### config.mk
export PLATFORM = sky130hd
export DESIGN_NAME = muldiv_ctrl
export DESIGN_NICKNAME = d
export VERILOG_FILES = /design/src/rtl/muldiv_pkg.sv /design/src/rtl/muldiv_ctrl.sv
export SDC_FILE = /design/constraint.sdc
export NUM_CORES = 1
export LEC_CHECK = 0
export BUFFER_PORTS_ARGS = -buffer_cell sky130_fd_sc_hd__buf_2
export CAP_MARGIN = 20
export CORE_MARGIN = 3
export CORE_UTILIZATION = 40
export CTS_CLUSTER_DIAMETER = 40
export DETAILED_ROUTE_END_ITERATION = 16
export PLACE_DENSITY = 0.62
export SLEW_MARGIN = 15
export SYNTH_ARGS = -nofsm -noshare
export SYNTH_HDL_FRONTEND = slang
export SYNTH_SLANG_ARGS = --single-unit
### constraint.sdc
create_clock -name clk -period 4.2 [get_ports clk]
set_clock_uncertainty 0.15 [all_clocks]
set_input_delay 0 -clock clk [delete_from_list [all_inputs] [get_ports clk]]
set_output_delay 0 -clock clk [all_outputs]
set_load 0.01 [all_outputs]
### src/rtl/muldiv_pkg.sv
// Shared definitions for the iterative multiply/divide sequencer.
package muldiv_pkg;

  typedef enum logic [1:0] {
    OP_MULT  = 2'b00,
    OP_MULTU = 2'b01,
    OP_DIV   = 2'b10,
    OP_DIVU  = 2'b11
  } md_op_e;

  typedef enum logic [1:0] {
    S_IDLE = 2'b00,
    S_RUN  = 2'b01,
    S_FIX  = 2'b10
  } md_state_e;

  localparam int ITERS = 32;
  localparam int CNT_W = $clog2(ITERS);

endpackage

### src/rtl/muldiv_ctrl.sv
// MIPS32 EX-stage mul/div sequencer: 32 shift-add / restoring shift-subtract
// iterations on magnitudes, then one sign-fix cycle that commits HI/LO.
module muldiv_ctrl
  import muldiv_pkg::*;
#(
  parameter int XLEN = 32
) (
  input  logic            clk,
  input  logic            rst_n,
  input  logic            start,
  input  logic [1:0]      op,
  input  logic [XLEN-1:0] rs_val,
  input  logic [XLEN-1:0] rt_val,
  input  logic            flush,
  input  logic            wr_hi,
  input  logic            wr_lo,
  input  logic [XLEN-1:0] wdata,
  output logic            busy,
  output logic            done,
  output logic [XLEN-1:0] hi,
  output logic [XLEN-1:0] lo
);

  function automatic logic [XLEN-1:0] neg32(input logic [XLEN-1:0] x);
    return ~x + 1'b1;
  endfunction

  function automatic logic [2*XLEN-1:0] neg64(input logic [2*XLEN-1:0] x);
    return ~x + 1'b1;
  endfunction

  md_state_e         state_q, state_d;
  logic [CNT_W-1:0]  cnt_q, cnt_d;
  // acc holds {partial product, multiplier} for mul, {remainder, quotient} for div
  logic [2*XLEN-1:0] acc_q, acc_d;
  logic [XLEN-1:0]   b_q, b_d;
  logic              isdiv_q, isdiv_d;
  logic              neg_q, neg_d;
  logic              rneg_q, rneg_d;
  logic              divz_q, divz_d;
  logic [XLEN-1:0]   hi_q, hi_d, lo_q, lo_d;
  logic              done_q, done_d;

  logic [XLEN:0]     msum, rsh, diff;
  logic [2*XLEN-1:0] prod;
  logic              sgn, a_neg, b_neg;

  always_comb begin
    state_d = state_q;
    cnt_d   = cnt_q;
    acc_d   = acc_q;
    b_d     = b_q;
    isdiv_d = isdiv_q;
    neg_d   = neg_q;
    rneg_d  = rneg_q;
    divz_d  = divz_q;
    hi_d    = hi_q;
    lo_d    = lo_q;
    done_d  = 1'b0;

    msum  = {1'b0, acc_q[2*XLEN-1:XLEN]} + ({(XLEN+1){acc_q[0]}} & {1'b0, b_q});
    rsh   = {acc_q[2*XLEN-1:XLEN], acc_q[XLEN-1]};
    diff  = rsh - {1'b0, b_q};
    prod  = neg_q ? neg64(acc_q) : acc_q;
    sgn   = (op == OP_MULT) || (op == OP_DIV);
    a_neg = sgn & rs_val[XLEN-1];
    b_neg = sgn & rt_val[XLEN-1];

    unique case (state_q)
      S_IDLE: begin
        if (wr_hi) hi_d = wdata;
        if (wr_lo) lo_d = wdata;
        if (start && !flush) begin
          state_d = S_RUN;
          cnt_d   = CNT_W'(ITERS - 1);
          acc_d   = {{XLEN{1'b0}}, a_neg ? neg32(rs_val) : rs_val};
          b_d     = b_neg ? neg32(rt_val) : rt_val;
          isdiv_d = op[1];
          neg_d   = a_neg ^ b_neg;
          rneg_d  = a_neg;
          divz_d  = (rt_val == '0);
        end
      end
      S_RUN: begin
        if (flush) begin
          state_d = S_IDLE;
        end else begin
          cnt_d = cnt_q - 1'b1;
          if (cnt_q == '0) state_d = S_FIX;
          if (!isdiv_q)
            acc_d = {msum, acc_q[XLEN-1:1]};
          else if (diff[XLEN])
            acc_d = {rsh[XLEN-1:0], acc_q[XLEN-2:0], 1'b0};
          else
            acc_d = {diff[XLEN-1:0], acc_q[XLEN-2:0], 1'b1};
        end
      end
      S_FIX: begin
        state_d = S_IDLE;
        if (!flush) begin
          done_d = 1'b1;
          if (!isdiv_q) begin
            hi_d = prod[2*XLEN-1:XLEN];
            lo_d = prod[XLEN-1:0];
          end else begin
            // remainder magnitude already equals |rs| on divide-by-zero,
            // so only the quotient needs the override
            hi_d = rneg_q ? neg32(acc_q[2*XLEN-1:XLEN]) : acc_q[2*XLEN-1:XLEN];
            lo_d = divz_q ? '1 : (neg_q ? neg32(acc_q[XLEN-1:0]) : acc_q[XLEN-1:0]);
          end
        end
      end
      default: state_d = S_IDLE;
    endcase
  end

  always_ff @(posedge clk or negedge rst_n) begin
    if (!rst_n) begin
      state_q <= S_IDLE;
      cnt_q   <= '0;
      acc_q   <= '0;
      b_q     <= '0;
      isdiv_q <= 1'b0;
      neg_q   <= 1'b0;
      rneg_q  <= 1'b0;
      divz_q  <= 1'b0;
      hi_q    <= '0;
      lo_q    <= '0;
      done_q  <= 1'b0;
    end else begin
      state_q <= state_d;
      cnt_q   <= cnt_d;
      acc_q   <= acc_d;
      b_q     <= b_d;
      isdiv_q <= isdiv_d;
      neg_q   <= neg_d;
      rneg_q  <= rneg_d;
      divz_q  <= divz_d;
      hi_q    <= hi_d;
      lo_q    <= lo_d;
      done_q  <= done_d;
    end
  end

  assign busy = (state_q != S_IDLE);
  assign done = done_q;
  assign hi   = hi_q;
  assign lo   = lo_q;

endmodule
### After elaboration in Yosys (flattened, before gate mapping)

Index checks and enable logic that the tools add are counted.

* flip-flop bits (word level): 172
* input port bits: 104
* word-level logic and storage cells: 80

* add/sub/neg operators: 8
* eq/ne operators: 9
* multiplexer cells: 28
* bitwise gates (word level): 9
* reduce and logical (&&, ||, !) cells: 15

Operator list (count)
* $mux W32: 11
* $mux W64: 5
* $add A32 B1 Y32 const B: 4
* $not A32 Y32: 4
* $pmux W32 S2: 2
* $pmux W64 S2: 1
* $add A64 B1 Y64 const B: 1
* $not A64 Y64: 1
* $add A32 B33 Y33: 1
* $and A33 B32 Y33: 1
* $sub A33 B32 Y33: 1
* $logic_not A32 Y1: 1
* $mux W5: 2
* $ne A2 B2 Y1 const B: 5
* $pmux W5 S2: 1
* $reduce_and A3 Y1: 3
* $mux W2: 3
* $reduce_bool A2 Y1: 3
* $logic_not A5 Y1: 1
* $sub A5 B1 Y5 const B: 1
* $eq A2 B2 Y1 const B: 2
* $logic_not A2 Y1: 2
* $pmux W2 S2: 1
* $reduce_and A2 Y1: 2
* 8 further kinds: 10

### Longest topological paths before layout

* depth in word-level cells: 7
* gate-level depth with buffers: 15
* depth with buffers taken out: 14

### Worst setup path after synthesis

No wires, ideal clock.

* kind: reg-to-reg
* from: register acc_q[0]
* to: register acc_q[61]
* arrival: 3.245 ns
* required time: 3.926 ns
* slack: 0.681 ns
* cell stages (with the launch flop): 15
* buffers on the path: 1
* clock period less this slack: 3.519 ns
* cell sequence: dfrtp_1 inv_1 clkbuf_1 nor2_1 ha_1 a21o_1 nor2_1 a211oi_1 o41a_1 a41o_1 a22o_1 a221o_1 xnor2_1 o21ai_0 a211o_1

* cells in the longest elaborated chain, start to end: 5

Ends and longest elaborated chain
* start, declared: line muldiv_ctrl.sv:35 `logic [2*XLEN-1:0] acc_q, acc_d;`
* start signal, assigned: line muldiv_ctrl.sv:121 `acc_q <= '0;`
* start signal, assigned: line muldiv_ctrl.sv:133 `acc_q <= acc_d;`
* $and A33 B32 Y33: line muldiv_ctrl.sv:61 `msum = {1'b0, acc_q[2*XLEN-1:XLEN]} + ({(XLEN+1){acc_q[0]}} & {1'b0, b_q});`
* $add A32 B33 Y33: line muldiv_ctrl.sv:61
* $mux W64: line muldiv_ctrl.sv:90 `if (!isdiv_q)`
* $mux W64: line muldiv_ctrl.sv:85 `if (flush) begin`
* $pmux W64 S2: line muldiv_ctrl.sv:69 `unique case (state_q)`

Every way passes these cells. The select of a mux whose other input is x is not followed.
A chain may end at the register's enable or synchronous reset.

### Worst setup path in the final report

* from: register acc_q[46]
* to: register acc_q[32]

* cells in the longest elaborated chain, start to end: 5

Ends and longest elaborated chain
* $sub A33 B32 Y33: line muldiv_ctrl.sv:63 `diff = rsh - {1'b0, b_q};`
* $mux W64: line muldiv_ctrl.sv:92 `else if (diff[XLEN])`
* $mux W64: line muldiv_ctrl.sv:90
* $mux W64: line muldiv_ctrl.sv:85
* $pmux W64 S2: line muldiv_ctrl.sv:69

Every way passes these cells. The select of a mux whose other input is x is not followed.

==> flow_summary_export.csv <==
group,metric,value,unit
power,vdd_drop_max,0.000396,V
synthesis,synthXorXnorAreaFrac,10.4,%
clock_network,path_clk_slew,70,ps
synthesis,ys_top_cells_by_area,"dfrtp_1, o21ai_0, nand2_1",
synthesis,yosys_warnings,0,
route,avgRoutedWirePerCell,19.5,um
synthesis,yosys_register_bits,172,
die,die_w,196,um
global_route,grt_max_degree,116,
global_route,grt_busiest_layer,"met2",
critical_path,critPathLaunch,"acc_q[46]",
die,rows,69,
hold_path,min_path_cells,4,
global_route,met1_usage,36.4,%
synthesis,yosys-top-cells-count,"nand2_1, o21ai_0, dfrtp_1",
sta,setup_tns,0,ps
route,drt_iter0_drc,1262,
synthesis,synthAdderAreaFrac,6.31,%
finish,fillers,3399,
finish,diodes,0,
die,fp.dieArea,0.0386,mm2
finish,final_cells,2612,
critical_path,reg2reg_depth,12,
synthesis,synth-edff-count,0,
global_route,grt_pass1_wl,79300,um
synthesis,synth_compound_area_share,24.9,%
hold_path,hp-start,"start",
place,place_congestion,0.923,
sta,finalHoldViolCount,0,
synthesis,synth_top_cell_area_share,29.7,%
global_route,grt-ovfl-total,0,
critical_path,arrival,4090,ps
place,dp_hpwl,37900,um
synthesis,ys_async_sr_fraction,100,%
finish,area_delta_synth_final,23.9,%
die,pin_count,170,
synthesis,synth_top_family_by_area,"compound AO/OA/AOI/OAI gates",
sta,tightestPinTransition,990,ps
clock_network,cts_buffer_depth,2,
synthesis,synth-simple-area-share,20.1,%
route,ant_nets,0,
power,p_sw_share,47.4,%
power,p_int,0.00585,W
global_route,grt_antenna_before_repair,1,
global_route,grtUsageMet3,4.10,%
sta,holdWs,68.9,ps
route,drc_errors,0,
route,vias_per_cell,5.75,
synthesis,synth_nets,2060,
route,totalWireLength,51000,um
hold_path,min_path_type,"in2reg",
power,switching_power,0.00526,W
critical_path,required,4410,ps
sta,slew_violations,0,
power,powerDensity,618,mW/mm2
synthesis,yosysTopAreaCell,"dfrtp_1",
synthesis,synthesis.instances,1884,
clock_network,insertion_delay,450,ps
power,leakage,8.03,nW
power,finalPower,0.0111,W
synthesis,synth_cell_types,76,
clock_network,clock-root-buffer,"clkbuf_16",
synthesis,synth_most_common_cell,"nand2_1",
sta,grt_setup_unrepaired,"false",
sta,finalSetupViolCount,0,
synthesis,syn_area_per_cell,7.70,um2
job,maxCapViolCount,0,
sta,post-route-period-util,92.5,%
critical_path,start_kind,"register",
global_route,grt_use_met2,40.4,%
sta,max_slew_margin,33.9,%
sta,fmaxAchievable,257,MHz
die,core_area,0.0357,mm2
critical_path,cp_max_fo,22,
die,die_h,196,um
global_route,grt_pass1_vias,14200,
finish,layout-drive-gt1-share,13.0,%
critical_path,worstReg2RegStart,"acc_q[46]",
clock_network,htree_num_levels,4,
synthesis,synthFlopType,"dfrtp_1",
power,pwr-share-clk,16.7,%
clock_network,clkSinkCount,172,
run_status,status,"completed",
global_route,grt_usage,25.8,%
finish,final_nets,2314,
die,start_util,40.7,%
synthesis,yosysSeqAreaShare,29.7,%
power,p_comb_share,58.6,%
power,p_seq_share,24.7,%
sta,layout_setup_ws,313,ps
place,place_ws,369,ps
synthesis,syn_area,0.0145,mm2
place,portBuffers,169,
critical_path,crit_path_end_kind,"register",
synthesis,synthMuxAreaShare,3.90,%
clock_network,tritoncts,"yes",
critical_path,path_class,"reg2reg",
route,dr.pass1.iters,5,
sta,period_minus_slack,3890,ps
route,dr_total_vias,15000,
clock_network,cts_buffers,17,
place,placed_cells,2444,
==> final timing paths <==
check                      slack [ps]        end
setup / recovery                  310  acc_q[32]
hold / removal                     70   cnt_q[4]
setup reg to reg                  310  acc_q[32]
hold reg to reg                   330      lo[5]
max in group asynchronous        2620    isdiv_q
min in group asynchronous         400    b_q[16]
==> registers in the layout, summed over array words and instances, names as in the netlist <==
name	flops
acc_q	64
b_q	32
cnt_q	5
divz_q	1
done	1
hi	32
isdiv_q	1
lo	32
neg_q	1
rneg_q	1
state_q	2
==> logic make-up (layout without fill, tap and decap cells) <==
kind of cell / count (synthesis) / after routing
adder cells (fa/ha/maj): 72 / 72
flip-flops: 172 / 172
XOR/XNOR: 171 / 171
AO/OA/AOI/OAI: 602 / 602
multiplexers: 56 / 56
AND/OR/NAND/NOR: 633 / 633
buffers and inverters: 178 / 445
==> what timing repair did <==
| action | CTS | global route |
|---|---|---|
| setup endpoints to repair | 0 | 0 |
| gates resized for setup | 0 | 0 |
| buffers inserted | 0 | 0 |
| hold buffers | 136 | 0 |
| endpoints found under the hold margin | 191 | 0 |
==> metrics by stage <==
stage / utilization [%] / instance area [um2]
floorplan: - / 14500
CTS: 50.5 / 18000
detailed placement: 44.7 / 15900
global placement: 44.7 / 15900
finish: 50.5 / 18000
global route: 50.5 / 18000
==> critical path, stage by stage (launching register included) <==
cell	delay, ps
dfrtp_1	530
ha_1	450
nand4_1	180
a2111oi_0	430
o21ai_1	210
a311oi_2	330
a22oi_2	180
o211ai_2	230
o211ai_4	180
xnor2_4	200
buf_12	220
mux2_2	350
o221ai_1	160
==> cell usage in the layout (no fill, tap or decap), types with 52 or more instances in the layout <==
| master | count |
|---|---|
| buf_2 | 168 |
| a21oi_1 | 108 |
| inv_1 | 62 |
| dfrtp_1 | 171 |
| nand2_1 | 282 |
| mux2i_1 | 52 |
| o21ai_0 | 267 |
| ha_1 | 70 |
| dlygate4sd3_1 | 135 |
| xor2_1 | 62 |
| nor2_1 | 135 |
| xnor2_1 | 108 |
==> per-layer routing <==
layer | vias up | share of wire, %
met2 | 604 | 44
met1 | 7107 | 46
met3 | 98 | 6.9
met5 | - | 0
li1 | 7216 | -
met4 | 0 | 3.1
==> cell type report <==
class,instances,area (um2),share of cell area [%]
clock buffer,17,425,2.36
clock inverter,15,249,1.38
inverter,62,233,1.29
multi-input combinational,1534,9570,53.2
sequential,172,4310,23.9
tap,461,577,3.21
timing repair buffer,351,2630,14.6
==> power groups by stage <==
stage          Sequential (W)  Combinational, W  Clock [W]
6_report              0.00275           0.00651    0.00186
5_1_grt               0.00281           0.00712    0.00195
4_1_cts               0.00272           0.00640    0.00188
3_5_place_dp          0.00275           0.00624          0
3_3_place_gp          0.00273           0.00621          0
2_1_floorplan         0.00250           0.00455          0
Note: power is estimated with default switching activity, not from simulation.
